File: src/rtl/serial_load_ctrl_if.sv
// Bundle of the word-load handshake and the serial chain drive signals
// for serial_load_ctrl. The master side supplies words and abort; the
// slave side (the controller) drives the chain and the status strobes.
interface serial_load_ctrl_if #(
  parameter int WIDTH = 8
) ();
  logic [WIDTH-1:0] in_data;
  logic             in_valid;
  logic             in_ready;
  logic             abort;
  logic             ser_d;
  logic             shift_en;
  logic             latch;
  logic             busy;
  logic             done;

  modport master (
    output in_data, in_valid, abort,
    input  in_ready, ser_d, shift_en, latch, busy, done
  );

  modport slave (
    input  in_data, in_valid, abort,
    output in_ready, ser_d, shift_en, latch, busy, done
  );
endinterface

File: src/rtl/serial_load_ctrl.sv
// Serial load controller: accepts a parallel word, shifts it bit by bit
// into an external flip-flop chain through ser_d/shift_en, then strobes
// latch/done for one cycle so the chain is copied to its holding register.
// An abort during shifting drops the word without the latch strobe.
module serial_load_ctrl #(
  parameter int WIDTH     = 8,
  parameter bit MSB_FIRST = 1'b1
) (
  input logic           clk,
  input logic           reset,
  serial_load_ctrl_if.slave bus
);

  localparam int CW = $clog2(WIDTH + 1);

  typedef enum logic [1:0] {
    IDLE  = 2'd0,
    SHIFT = 2'd1,
    LATCH = 2'd2
  } state_t;

  state_t           state_r;
  logic [CW-1:0]    count_r;
  logic [WIDTH-1:0] shadow_r;
  logic             ser_d_r;
  logic             shift_en_r;
  logic             latch_r;
  logic             done_r;
  logic             busy_r;

  // Bit of the shadow word presented on ser_d for a given shift count,
  // honouring the configured shift order.
  function automatic logic pick_bit(input logic [WIDTH-1:0] word,
                                    input logic [CW-1:0]    idx);
    logic [CW-1:0] pos;
    if (MSB_FIRST) begin
      pos = CW'(WIDTH - 1) - idx;
    end else begin
      pos = idx;
    end
    return word[pos];
  endfunction

  // Ready is a pure decode of IDLE, masked while reset is held so no word
  // can be offered during a reset cycle.
  assign bus.in_ready = (state_r == IDLE) && !reset;
  assign bus.ser_d    = ser_d_r;
  assign bus.shift_en = shift_en_r;
  assign bus.latch    = latch_r;
  assign bus.done     = done_r;
  assign bus.busy     = busy_r;

  // Controller FSM with registered chain drive and status outputs.
  always_ff @(posedge clk) begin
    if (reset) begin
      state_r    <= IDLE;
      count_r    <= {CW{1'b0}};
      shadow_r   <= {WIDTH{1'b0}};
      ser_d_r    <= 1'b0;
      shift_en_r <= 1'b0;
      latch_r    <= 1'b0;
      done_r     <= 1'b0;
      busy_r     <= 1'b0;
    end else begin
      case (state_r)
        IDLE: begin
          latch_r <= 1'b0;
          done_r  <= 1'b0;
          if (bus.in_valid) begin
            // Word captured here; later in_data changes cannot reach the chain.
            shadow_r   <= bus.in_data;
            count_r    <= {CW{1'b0}};
            state_r    <= SHIFT;
            shift_en_r <= 1'b1;
            ser_d_r    <= pick_bit(bus.in_data, {CW{1'b0}});
            busy_r     <= 1'b1;
          end else begin
            shift_en_r <= 1'b0;
            ser_d_r    <= 1'b0;
            busy_r     <= 1'b0;
          end
        end
        SHIFT: begin
          if (bus.abort) begin
            state_r    <= IDLE;
            shift_en_r <= 1'b0;
            ser_d_r    <= 1'b0;
            busy_r     <= 1'b0;
            latch_r    <= 1'b0;
            done_r     <= 1'b0;
          end else if (count_r == CW'(WIDTH - 1)) begin
            // Last bit is being clocked in now; strobe the holding register next.
            state_r    <= LATCH;
            count_r    <= count_r + CW'(1);
            shift_en_r <= 1'b0;
            ser_d_r    <= 1'b0;
            latch_r    <= 1'b1;
            done_r     <= 1'b1;
            busy_r     <= 1'b1;
          end else begin
            count_r    <= count_r + CW'(1);
            ser_d_r    <= pick_bit(shadow_r, count_r + CW'(1));
            shift_en_r <= 1'b1;
            latch_r    <= 1'b0;
            done_r     <= 1'b0;
            busy_r     <= 1'b1;
          end
        end
        LATCH: begin
          state_r    <= IDLE;
          shift_en_r <= 1'b0;
          ser_d_r    <= 1'b0;
          latch_r    <= 1'b0;
          done_r     <= 1'b0;
          busy_r     <= 1'b0;
        end
        default: begin
          state_r    <= IDLE;
          count_r    <= {CW{1'b0}};
          shift_en_r <= 1'b0;
          ser_d_r    <= 1'b0;
          latch_r    <= 1'b0;
          done_r     <= 1'b0;
          busy_r     <= 1'b0;
        end
      endcase
    end
  end

endmodule

File: src/flat_wrapper.sv
// flat-port wrapper written by rule: the top's interface ports become plain ports
module serial_load_ctrl_flat 
#(
  parameter int WIDTH     = 8,
  parameter bit MSB_FIRST = 1'b1
)
  (clk, reset, bus_in_data, bus_in_valid, bus_abort, bus_in_ready, bus_ser_d, bus_shift_en, bus_latch, bus_busy, bus_done);
  serial_load_ctrl_if #(.WIDTH(WIDTH)) bus_i ();
  input logic clk;
  input logic reset;
  input wire logic [$bits(bus_i.in_data)-1:0] bus_in_data;
  input wire logic [$bits(bus_i.in_valid)-1:0] bus_in_valid;
  input wire logic [$bits(bus_i.abort)-1:0] bus_abort;
  output wire logic [$bits(bus_i.in_ready)-1:0] bus_in_ready;
  output wire logic [$bits(bus_i.ser_d)-1:0] bus_ser_d;
  output wire logic [$bits(bus_i.shift_en)-1:0] bus_shift_en;
  output wire logic [$bits(bus_i.latch)-1:0] bus_latch;
  output wire logic [$bits(bus_i.busy)-1:0] bus_busy;
  output wire logic [$bits(bus_i.done)-1:0] bus_done;
  assign bus_i.in_data = bus_in_data;
  assign bus_i.in_valid = bus_in_valid;
  assign bus_i.abort = bus_abort;
  assign bus_in_ready = bus_i.in_ready;
  assign bus_ser_d = bus_i.ser_d;
  assign bus_shift_en = bus_i.shift_en;
  assign bus_latch = bus_i.latch;
  assign bus_busy = bus_i.busy;
  assign bus_done = bus_i.done;
  serial_load_ctrl #(.WIDTH(WIDTH), .MSB_FIRST(MSB_FIRST)) u_core (.clk(clk), .reset(reset), .bus(bus_i));
endmodule
File: config.mk
export PLATFORM = sky130hd
export DESIGN_NAME = serial_load_ctrl_flat
export DESIGN_NICKNAME = d
export VERILOG_FILES = /design/src/rtl/serial_load_ctrl_if.sv /design/src/rtl/serial_load_ctrl.sv /design/src/flat_wrapper.sv
export SDC_FILE = /design/constraint.sdc
export NUM_CORES = 1
export LEC_CHECK = 0
export BUFFER_PORTS_ARGS = -buffer_cell sky130_fd_sc_hd__clkbuf_2
export CORE_MARGIN = 5
export CORE_UTILIZATION = 45
export DETAILED_ROUTE_END_ITERATION = 16
export PLACE_DENSITY = 0.78
export SLEW_MARGIN = 40
export SYNTH_ARGS = -nofsm -noshare
export SYNTH_HDL_FRONTEND = slang
export SYNTH_SLANG_ARGS = --single-unit
File: constraint.sdc
create_clock -name clk -period 2.15 [get_ports clk]
set_input_delay 0 -clock clk [delete_from_list [all_inputs] [get_ports clk]]
set_output_delay 0 -clock clk [all_outputs]
set_load 0.05 [all_outputs]
# After elaboration in Yosys (flattened, before gate mapping)
# Cells that the tools add are included.
# Widths: inputs -> output; s select.
word_totals:
  ff_bits: 18
  latch_bits: 0
  ramBits: 0
  rom_bits: 0
  inputBits: 12
  output_inout_bits: 6
  mem_count: 0
op_classes:
  addsub: 2
  mul: 0
  n_div: 0
  order_cmp: 2
  eq_ne: 6
  shifts: 0
  muxes: 29
  n_bitwise: 2
  reduce_logical: 7
op_table:
  columns: ["cell", "n"]
  rows:
  - ["$mux 4", 9]
  - ["$pmux 4 s3", 1]
  - ["$mux 1", 10]
  - ["$lt 4x4->1 const B", 2]
  - ["$bmux 1 s3", 2]
  - ["$mux 2", 3]
  - ["$pmux 1 s2", 3]
  - ["$add 4x1->4 const B", 1]
  - ["$eq 4x3->1 const B", 1]
  - ["$ne 2x2->1 const B", 2]
  - ["$pmux 2 s2", 1]
  - ["$reduce_and 2->1", 2]
  - ["$sub 3x4->4 const A", 1]
  - ["$ne 3x2->1 const B", 1]
  - ["$reduce_and 3->1", 1]
  - ["$reduce_or 3->1", 1]
  - ["$eq 2x1->1 const B", 1]
  - ["$eq 2x2->1 const B", 1]
  - ["$logic_not 2->1", 1]
  - ["$not 1->1", 2]
  - ["$logic_and 1x1->1", 1]
  - ["$logic_not 1->1", 1]

# Longest topological paths before layout
# Gate-level depths: netlist (run 1).
depth:
  ltp_word: 11
  mapped_depth: 5

# Worst setup path after synthesis (run 1)
# OpenSTA, ideal clock, no wires.
synth_path:
  path_type: "register to output"
  start: "reg u_core.state_r[1]"
  end: "out bus_in_ready"
  arrival_time_ns: 1.464
  required_ns: 2.150
  slack_ns: 0.686
  path_stages_with_launch: 2
  path_cell_list: "dfxtp_1 nor3_1"
synth_between:
  elab_chain_len: 2
synth_lines:
  columns: ["element", "line", "text"]
  rows:
  - ["start: declaration", "serial_load_ctrl.sv:22", "state_t state_r;"]
  - ["start signal: assignment", "serial_load_ctrl.sv:56", "state_r <= IDLE;"]
  - ["start signal: assignment", "serial_load_ctrl.sv:73", "state_r <= SHIFT;"]
  - ["start signal: assignment", "serial_load_ctrl.sv:85", "state_r <= IDLE;"]
  - ["$logic_not 2->1", "serial_load_ctrl.sv:46", "assign bus.in_ready = (state_r == IDLE) && !reset;"]
  - ["$logic_and 1x1->1", "serial_load_ctrl.sv:46", null]
  - ["end: declaration", "flat_wrapper.sv:14", "output wire logic [$bits(bus_i.in_ready)-1:0] bus_in_ready;"]
# Every way passes these cells.

# Worst setup path in the final report (run 1)
layout_path:
  start: "reg u_core.count_r[0]"
  end: "reg u_core.ser_d_r, in the netlist u_core.bus.ser_d"
layout_between:
  elab_chain_len: 11
  word_cells_on_any_way: 12
  classes_between: "2 x add/sub; 1 x eq/ne; 9 x mux"
layout_lines:
  columns: ["element", "line", "text"]
  rows:
  - ["start: declaration", "serial_load_ctrl.sv:23", "logic [CW-1:0] count_r;"]
  - ["start signal: assignment", "serial_load_ctrl.sv:57", "count_r <= {CW{1'b0}};"]
  - ["start signal: assignment", "serial_load_ctrl.sv:72", "count_r <= {CW{1'b0}};"]
  - ["start signal: assignment", "serial_load_ctrl.sv:94", "count_r <= count_r + CW'(1);"]
  - ["$add 4x1->4", "serial_load_ctrl.sv:102", "ser_d_r <= pick_bit(shadow_r, count_r + CW'(1));"]
  - ["$sub 3x4->4", "serial_load_ctrl.sv:37", "pos = CW'(WIDTH - 1) - idx;"]
  - ["$mux 4", "serial_load_ctrl.sv:91", "end else if (count_r == CW'(WIDTH - 1)) begin"]
  - ["$mux 4", "serial_load_ctrl.sv:84", "if (bus.abort) begin"]
  - ["$mux 4", "serial_load_ctrl.sv:65", "case (state_r)"]
  - ["$mux 4", "serial_load_ctrl.sv:55", "if (reset) begin"]
  - ["$bmux 1 s3", "serial_load_ctrl.sv:41", "return word[pos];"]
  - ["$mux 1 (implied by the code)", "serial_load_ctrl.sv:41", null]
  - ["$mux 1 (*)", "serial_load_ctrl.sv:91", null]
  - ["$mux 1 (*)", "serial_load_ctrl.sv:84", null]
  - ["$pmux 1 s2 (*)", "serial_load_ctrl.sv:65", null]
  - ["end signal: assignment", "serial_load_ctrl.sv:75", "ser_d_r <= pick_bit(bus.in_data, {CW{1'b0}});"]
  - ["end signal: assignment", "serial_load_ctrl.sv:102", null]
  - ["end: declaration", "serial_load_ctrl.sv:25", "logic ser_d_r;"]
# Mark *: on every way between the ends. The rest lies on a longest branch, timed or not. The select of a mux whose other input is x is not followed.
# A chain may end at the register's enable or synchronous reset.

==> results of run 1 <==
metal layers:
| layer | track usage [%] | share of wire, % | up-vias |
|---|---|---|---|
| li1 | - | - | 349 |
| met1 | 17.4 | 50 | 316 |
| met2 | 21.7 | 45 | 15 |
| met3 | 5.52 | 5.3 | 0 |
| met4 | 3.14 | 0 | 0 |
| met5 | 0 | 0 | - |
state kept, by name (all words and copies together) (netlist names):
name and count:
u_core.bus.shift_en 1, u_core.bus.busy 1, u_core.bus.latch 1, u_core.count_r 4
u_core.state_r 2, u_core.shadow_r 8, u_core.bus.ser_d 1
cell type report:
cell class              count  area [sq um]
repair buffers             25           165
inverters                   1          3.75
fillers                   131           614
well taps                  16          20.0
clock buffers               3          22.5
multi-input cells          62           373
flip-flops and latches     18           360
metrics by stage:
step | util [%] | worst slack [ns] | total power [uW] | instance area (sq um)
CTS | 60.6 | 0.624 | 624 | 945
floorplan | - | 0.686 | 429 | 762
finish | 60.6 | 0.630 | 612 | 945
detailed placement | 54.0 | 0.637 | 453 | 842
global placement | 54.0 | 0.692 | 451 | 842
global route | 60.6 | 0.420 | 652 | 945
worst reg2reg max path: cells and delay by family, from the launching register on:
family,cells,cell delay (ns)
flip-flops,1,0.38
multiplexers,1,0.36
adder cells (fa/ha/maj),1,0.39
AO/OA/AOI/OAI,2,0.26
cell families (layout without fill, tap and decap cells):
logic type	count (synthesis)	in the layout	share of synthesized area, %
simple gates	39	39	25.5
fa+ha+maj	1	1	1.64
xor+xnor	1	1	1.15
compound gates	18	18	14.9
mux	3	3	5.75
flops	18	18	47.3
buf+inv	6	29	3.78
worst min-delay path by stage:
stage	depth (start not counted)	start	slack, ns	to
finish	3	bus_abort	0.08	u_core.bus.latch
global route	3	bus_abort	0.09	u_core.state_r[1]
CTS	3	bus_abort	0.07	u_core.bus.latch
detailed placement	3	bus_in_data[5]	0.23	u_core.shadow_r[5]
global placement	3	bus_in_data[5]	0.22	u_core.shadow_r[5]
floorplan	2	bus_in_data[0]	0.14	u_core.shadow_r[0]
cell usage after synthesis (all sizes together) (2+ instances only):
cell type | count | area share, %
a311oi | 3 | 4.3
nand2 | 18 | 8.9
clkbuf | 2 | 0.99
nand3b | 2 | 2.0
nand3 | 2 | 1.3
or3b | 2 | 2.6
buf | 3 | 2.3
and2 | 2 | 1.8
nor3 | 3 | 2.0
a21oi | 11 | 7.2
nor2 | 8 | 3.9
dfxtp | 18 | 47
power by group:
part | switching (uW) | internal, uW
Clock | 90.0 | 65.0
Combinational | 57.1 | 41.4
Sequential | 10.0 | 348
==> qor.yml, run 1 <==
status: "finished clean"
chipHeight_um: 51.2
fin_setup_tns_ns: 0
rows: 14
max_freq_mhz: 658
finalMaxSlewViolations: 0
netlist_area_sq_um: 762
dieWidth_um: 51.2
portBuffers: 17
detail-route-antenna-nets: 0
min_period_ns: 1.52
path_buf_inv: 0
skew_ns: 0.00106
dieArea_sq_um: 2620
rsz0062_at_grt: "no"
cts_setup_buffers: 0
syn-instance-count: 86
startpoint: "u_core.count_r[0]"
drive_above_1_share_pct: 23.9
cts_buffers: 3
crit_path_end_kind: "flip-flop"
final_hold_viol_count: 0
place.gp.congestion: 0.805
p_per_area_nw_per_um2: 648
grt_pass1_vias: 659
synth-seq-cells: 18
tritoncts: "done"
fin_cells: 125
synth_flop_cell: "dfxtp_1"
dr_total_vias: 680
drc: 0
final_cell_mix: "nand2_1 (18), dfxtp_1 (18), clkbuf_2 (17), a21oi_1 (11)"
num_io_pins: 18
area_growth_pct: 24.0
slew-limit-headroom_pct: 73.7
cts_root_buf: "clkbuf_4"
clk_latency_ns: 0.28
ys_types: 28
place_inst: 114
setup_viol: 0
r2r-end: "u_core.bus.ser_d"
wirelength_um: 1550
cp.required_ns: 2.31
synth.net_count: 99
path_cells: "ha_1 -> mux2_2 -> o211ai_1 -> a311oi_1"
design.core.area_sq_um: 1560
first_iter_violations: 13
dp_hpwl_um: 1100
cpPeakStageDelay_ns: 0.39
cp.depth: 4
async_reset_ff_share_pct: 0
grt_usage_pct: 13.7
synth_area_per_cell_sq_um: 8.86
hold_path_class: "in2reg"
vias_per_cell: 5.44
synth-seq-area-share_pct: 47.3
p_leak_uw: 0.000388
critPathTopFamily: "adder cells"
critPathSlowestCell: "ha_1"
hold_ws_ns: 0.0785
ctsResizeCount: 0
synth_warnings: 0
reg2reg_slack_ns: 0.63
cts.htree.levels: 1
worstSetupEndpoint: "u_core.bus.ser_d"
grt_max_degree: 20
cp-start-kind: "flip-flop"
setup.worst_path.class: "reg2reg"
cts_hold_buf: 8
cp_data_arrival_time_ns: 1.68
antenna_found_initial: 0
antenna_cells: 0
wl_per_cell_um: 12.4
synth_edf_count: 0
num-nets-final: 124
max-cap-violations: 0
clock_path_buffers: 2
grt_first_pass_wirelength_um: 2730
overflow: 0
critPathMaxFanout: 7
fin_crit_sh_pct: 70.7
path_clk_slew_ns: 0.09
cts.sinks: 18
ir_worst_vdd_mv: 0.413
r2r_cells: 4
worst_pin_slew_ns: 0.395
r2r-start: "u_core.count_r[0]"
start_util_pct: 48.9
drt_pass1_iterations: 4
Note: power is estimated with default switching activity, not from simulation.
==> run 2: changes to the inputs <==
Clock period 2.15 ns to 1.5 ns, I/O delays scaled along.
==> run 2 against run 1 <==
Count of clock-buffer cells in the layout unchanged. Hold slack got worse by 0.020 ns. Via count rose by 2.2%. Sequential share of layout area down 1.3 points. Setup slack lost 0.54 ns. Highest routed layer unchanged. Clock power is 48% higher.
==> qor.yml, run 2 (synthesized netlist as in run 1, its figures left out) <==
path_cells: "ha_4 -> mux2_2 -> o211ai_1 -> a311oi_1"
reg2reg_slack_ns: 0.09  # -0.54 ns
top_register: "u_core.shadow_r"
rows: 14  # unchanged
status: "finished clean"
cts.htree.levels: 1  # unchanged
crit_path_end_kind: "flip-flop"
num_io_pins: 18  # unchanged
setup_viol: 0  # unchanged
reg.largest.list: "u_core.shadow_r: 8 flops, u_core.count_r: 4 flops, u_core.state_r: 2 flops"
place.gp.congestion: 0.791  # -1.7%
drc: 0  # unchanged
first_iter_violations: 23  # +10
slew-limit-headroom_pct: 74.6  # +0.94 points
dp_hpwl_um: 1200  # +9.4%
antenna_found_initial: 0  # unchanged
final_hold_viol_count: 0  # unchanged
grt_pass1_vias: 682  # +3.5%
start_util_pct: 48.9  # unchanged
dieWidth_um: 51.2  # unchanged
final_cell_mix: "nand2_1 (18), clkbuf_2 (17), dfxtp_1 (14), a21oi_1 (11)"
dieArea_sq_um: 2620  # unchanged
final_common_cell: "nand2_1"
clk_latency_ns: 0.28  # about the same
drive_above_1_share_pct: 31.3  # +7.4 points
setup.worst_path.class: "reg2reg"
worst_pin_slew_ns: 0.381  # -0.0141 ns
design.core.area_sq_um: 1560  # unchanged
grt_usage_pct: 14.5  # +0.84 points
drt_pass1_iterations: 4  # unchanged
p_per_area_nw_per_um2: 904  # +40%
ir_worst_vdd_mv: 0.596  # +44%
clock_path_buffers: 2  # unchanged
detail-route-antenna-nets: 0  # unchanged
cpPeakStageDelay_ns: 0.35  # -0.04 ns
cp.required_ns: 1.66  # -0.65 ns
cts_buffers: 3  # unchanged
critPathMaxFanout: 4  # -3
grt_max_degree: 20  # unchanged
overflow: 0  # unchanged
dpl_cell_area_sq_um: 857  # +1.8%
finalMaxSlewViolations: 0  # unchanged
cts.sinks: 18  # unchanged
min_period_ns: 1.41  # -0.110 ns
vias_per_cell: 5.43  # -0.19%
final_cell_area_sq_um: 992  # +5.0%
rsz0062_at_grt: "no"
grt_first_pass_wirelength_um: 2900  # +6.3%
wirelength_um: 1690  # +9.0%
chipHeight_um: 51.2  # unchanged
p_leak_uw: 0.000402  # +3.8%
fin_setup_tns_ns: 0  # unchanged
cts_root_buf: "clkbuf_4"
skew_ns: 0.000916  # -0.000148 ns
cp_data_arrival_time_ns: 1.57  # -0.11 ns
dr_total_vias: 695  # +2.2%
max-cap-violations: 0  # unchanged
antenna_cells: 0  # unchanged
num-nets-final: 127  # +2.4%
hold_path_class: "in2reg"
cp-start-kind: "flip-flop"
max_freq_mhz: 709  # +7.8%
area_growth_pct: 30.2
largest_reg_flops: 8  # unchanged
wl_per_cell_um: 13.2  # +6.5%
tritoncts: "done"
path_clk_slew_ns: 0.09  # about the same
fin_crit_sh_pct: 94.0  # +23 points
portBuffers: 17  # unchanged
critPathSlowestCell: "dfxtp_2"
-- run 2: cell count changes in the layout (fill, tap and decap cells not counted) --
cell,change
nor3b_4,+1
and2_1,-1
ha_1,-1
and2_2,+1
buf_4,+3
dfxtp_1,-4
ha_4,+1
nor3b_2,-1
dfxtp_2,+4
-- run 2: through the flow --
step / util (%) / hold slack [ns] / power, uW / std cells / worst slack [ns]
after floorplan: - / 0.136 / 615 / 86 / 0.0363
after global placement: 55.0 / 0.223 / 652 / 116 / 0.121
after detailed placement: 55.0 / 0.229 / 655 / 116 / 0.0288
after CTS: 61.6 / 0.0422 / 899 / 127 / 0.0100
after global routing: 63.6 / 0.0498 / 956 / 128 / 0.0320
final: 63.6 / 0.0588 / 897 / 128 / 0.0905
-- run 2: repair_timing --
action	in CTS	in global routing
hold buffers	8	0
endpoints found under the hold margin	8	0
buffers inserted	0	1
endpoints found under the setup margin	0	1
gates resized for setup	0	7
-- run 2: layer usage --
| metal | vias up | global-route usage [%] | share of wire (%) |
|---|---|---|---|
| li1 | 354 | - | - |
| met3 | 0 | 5.23 | 5.6 |
| met2 | 20 | 25.8 | 49 |
| met4 | 0 | 2.69 | 0 |
| met5 | - | 0 | 0 |
| met1 | 321 | 16.8 | 45 |
-- run 2: path summary, 6_finish.rpt --
check | from | end | cells past startpoint
setup / recovery | u_core.count_r[0] | u_core.bus.ser_d | 4
hold / removal | bus_in_valid | u_core.bus.busy | 3
setup reg to reg | u_core.count_r[0] | u_core.bus.ser_d | 4
hold reg to reg | u_core.shadow_r[1] | u_core.shadow_r[1] | 2
-- run 2: area by class of cell --
type / instances / area, sq um
fill: 138 / 567
multi-input combinational: 62 / 393
sequential: 18 / 365
timing repair buffer: 28 / 188
clock buffer: 3 / 22.5
tap: 16 / 20.0
inverter: 1 / 3.75
-- run 2: critical path: cells and delay by family (launching register included) --
kind	cells	cell delay (ns)
AOI/OAI and AO/OA	2	0.30
muxes	1	0.35
DFF	1	0.35
adders and majority gates	1	0.29
-- run 2: where the power goes --
part / internal [uW] / switching, uW / leakage, uW
clock network: 93.2 / 135 / 0.0000138
registers: 500 / 14.4 / 0.000149
logic: 68.0 / 85.8 / 0.000240
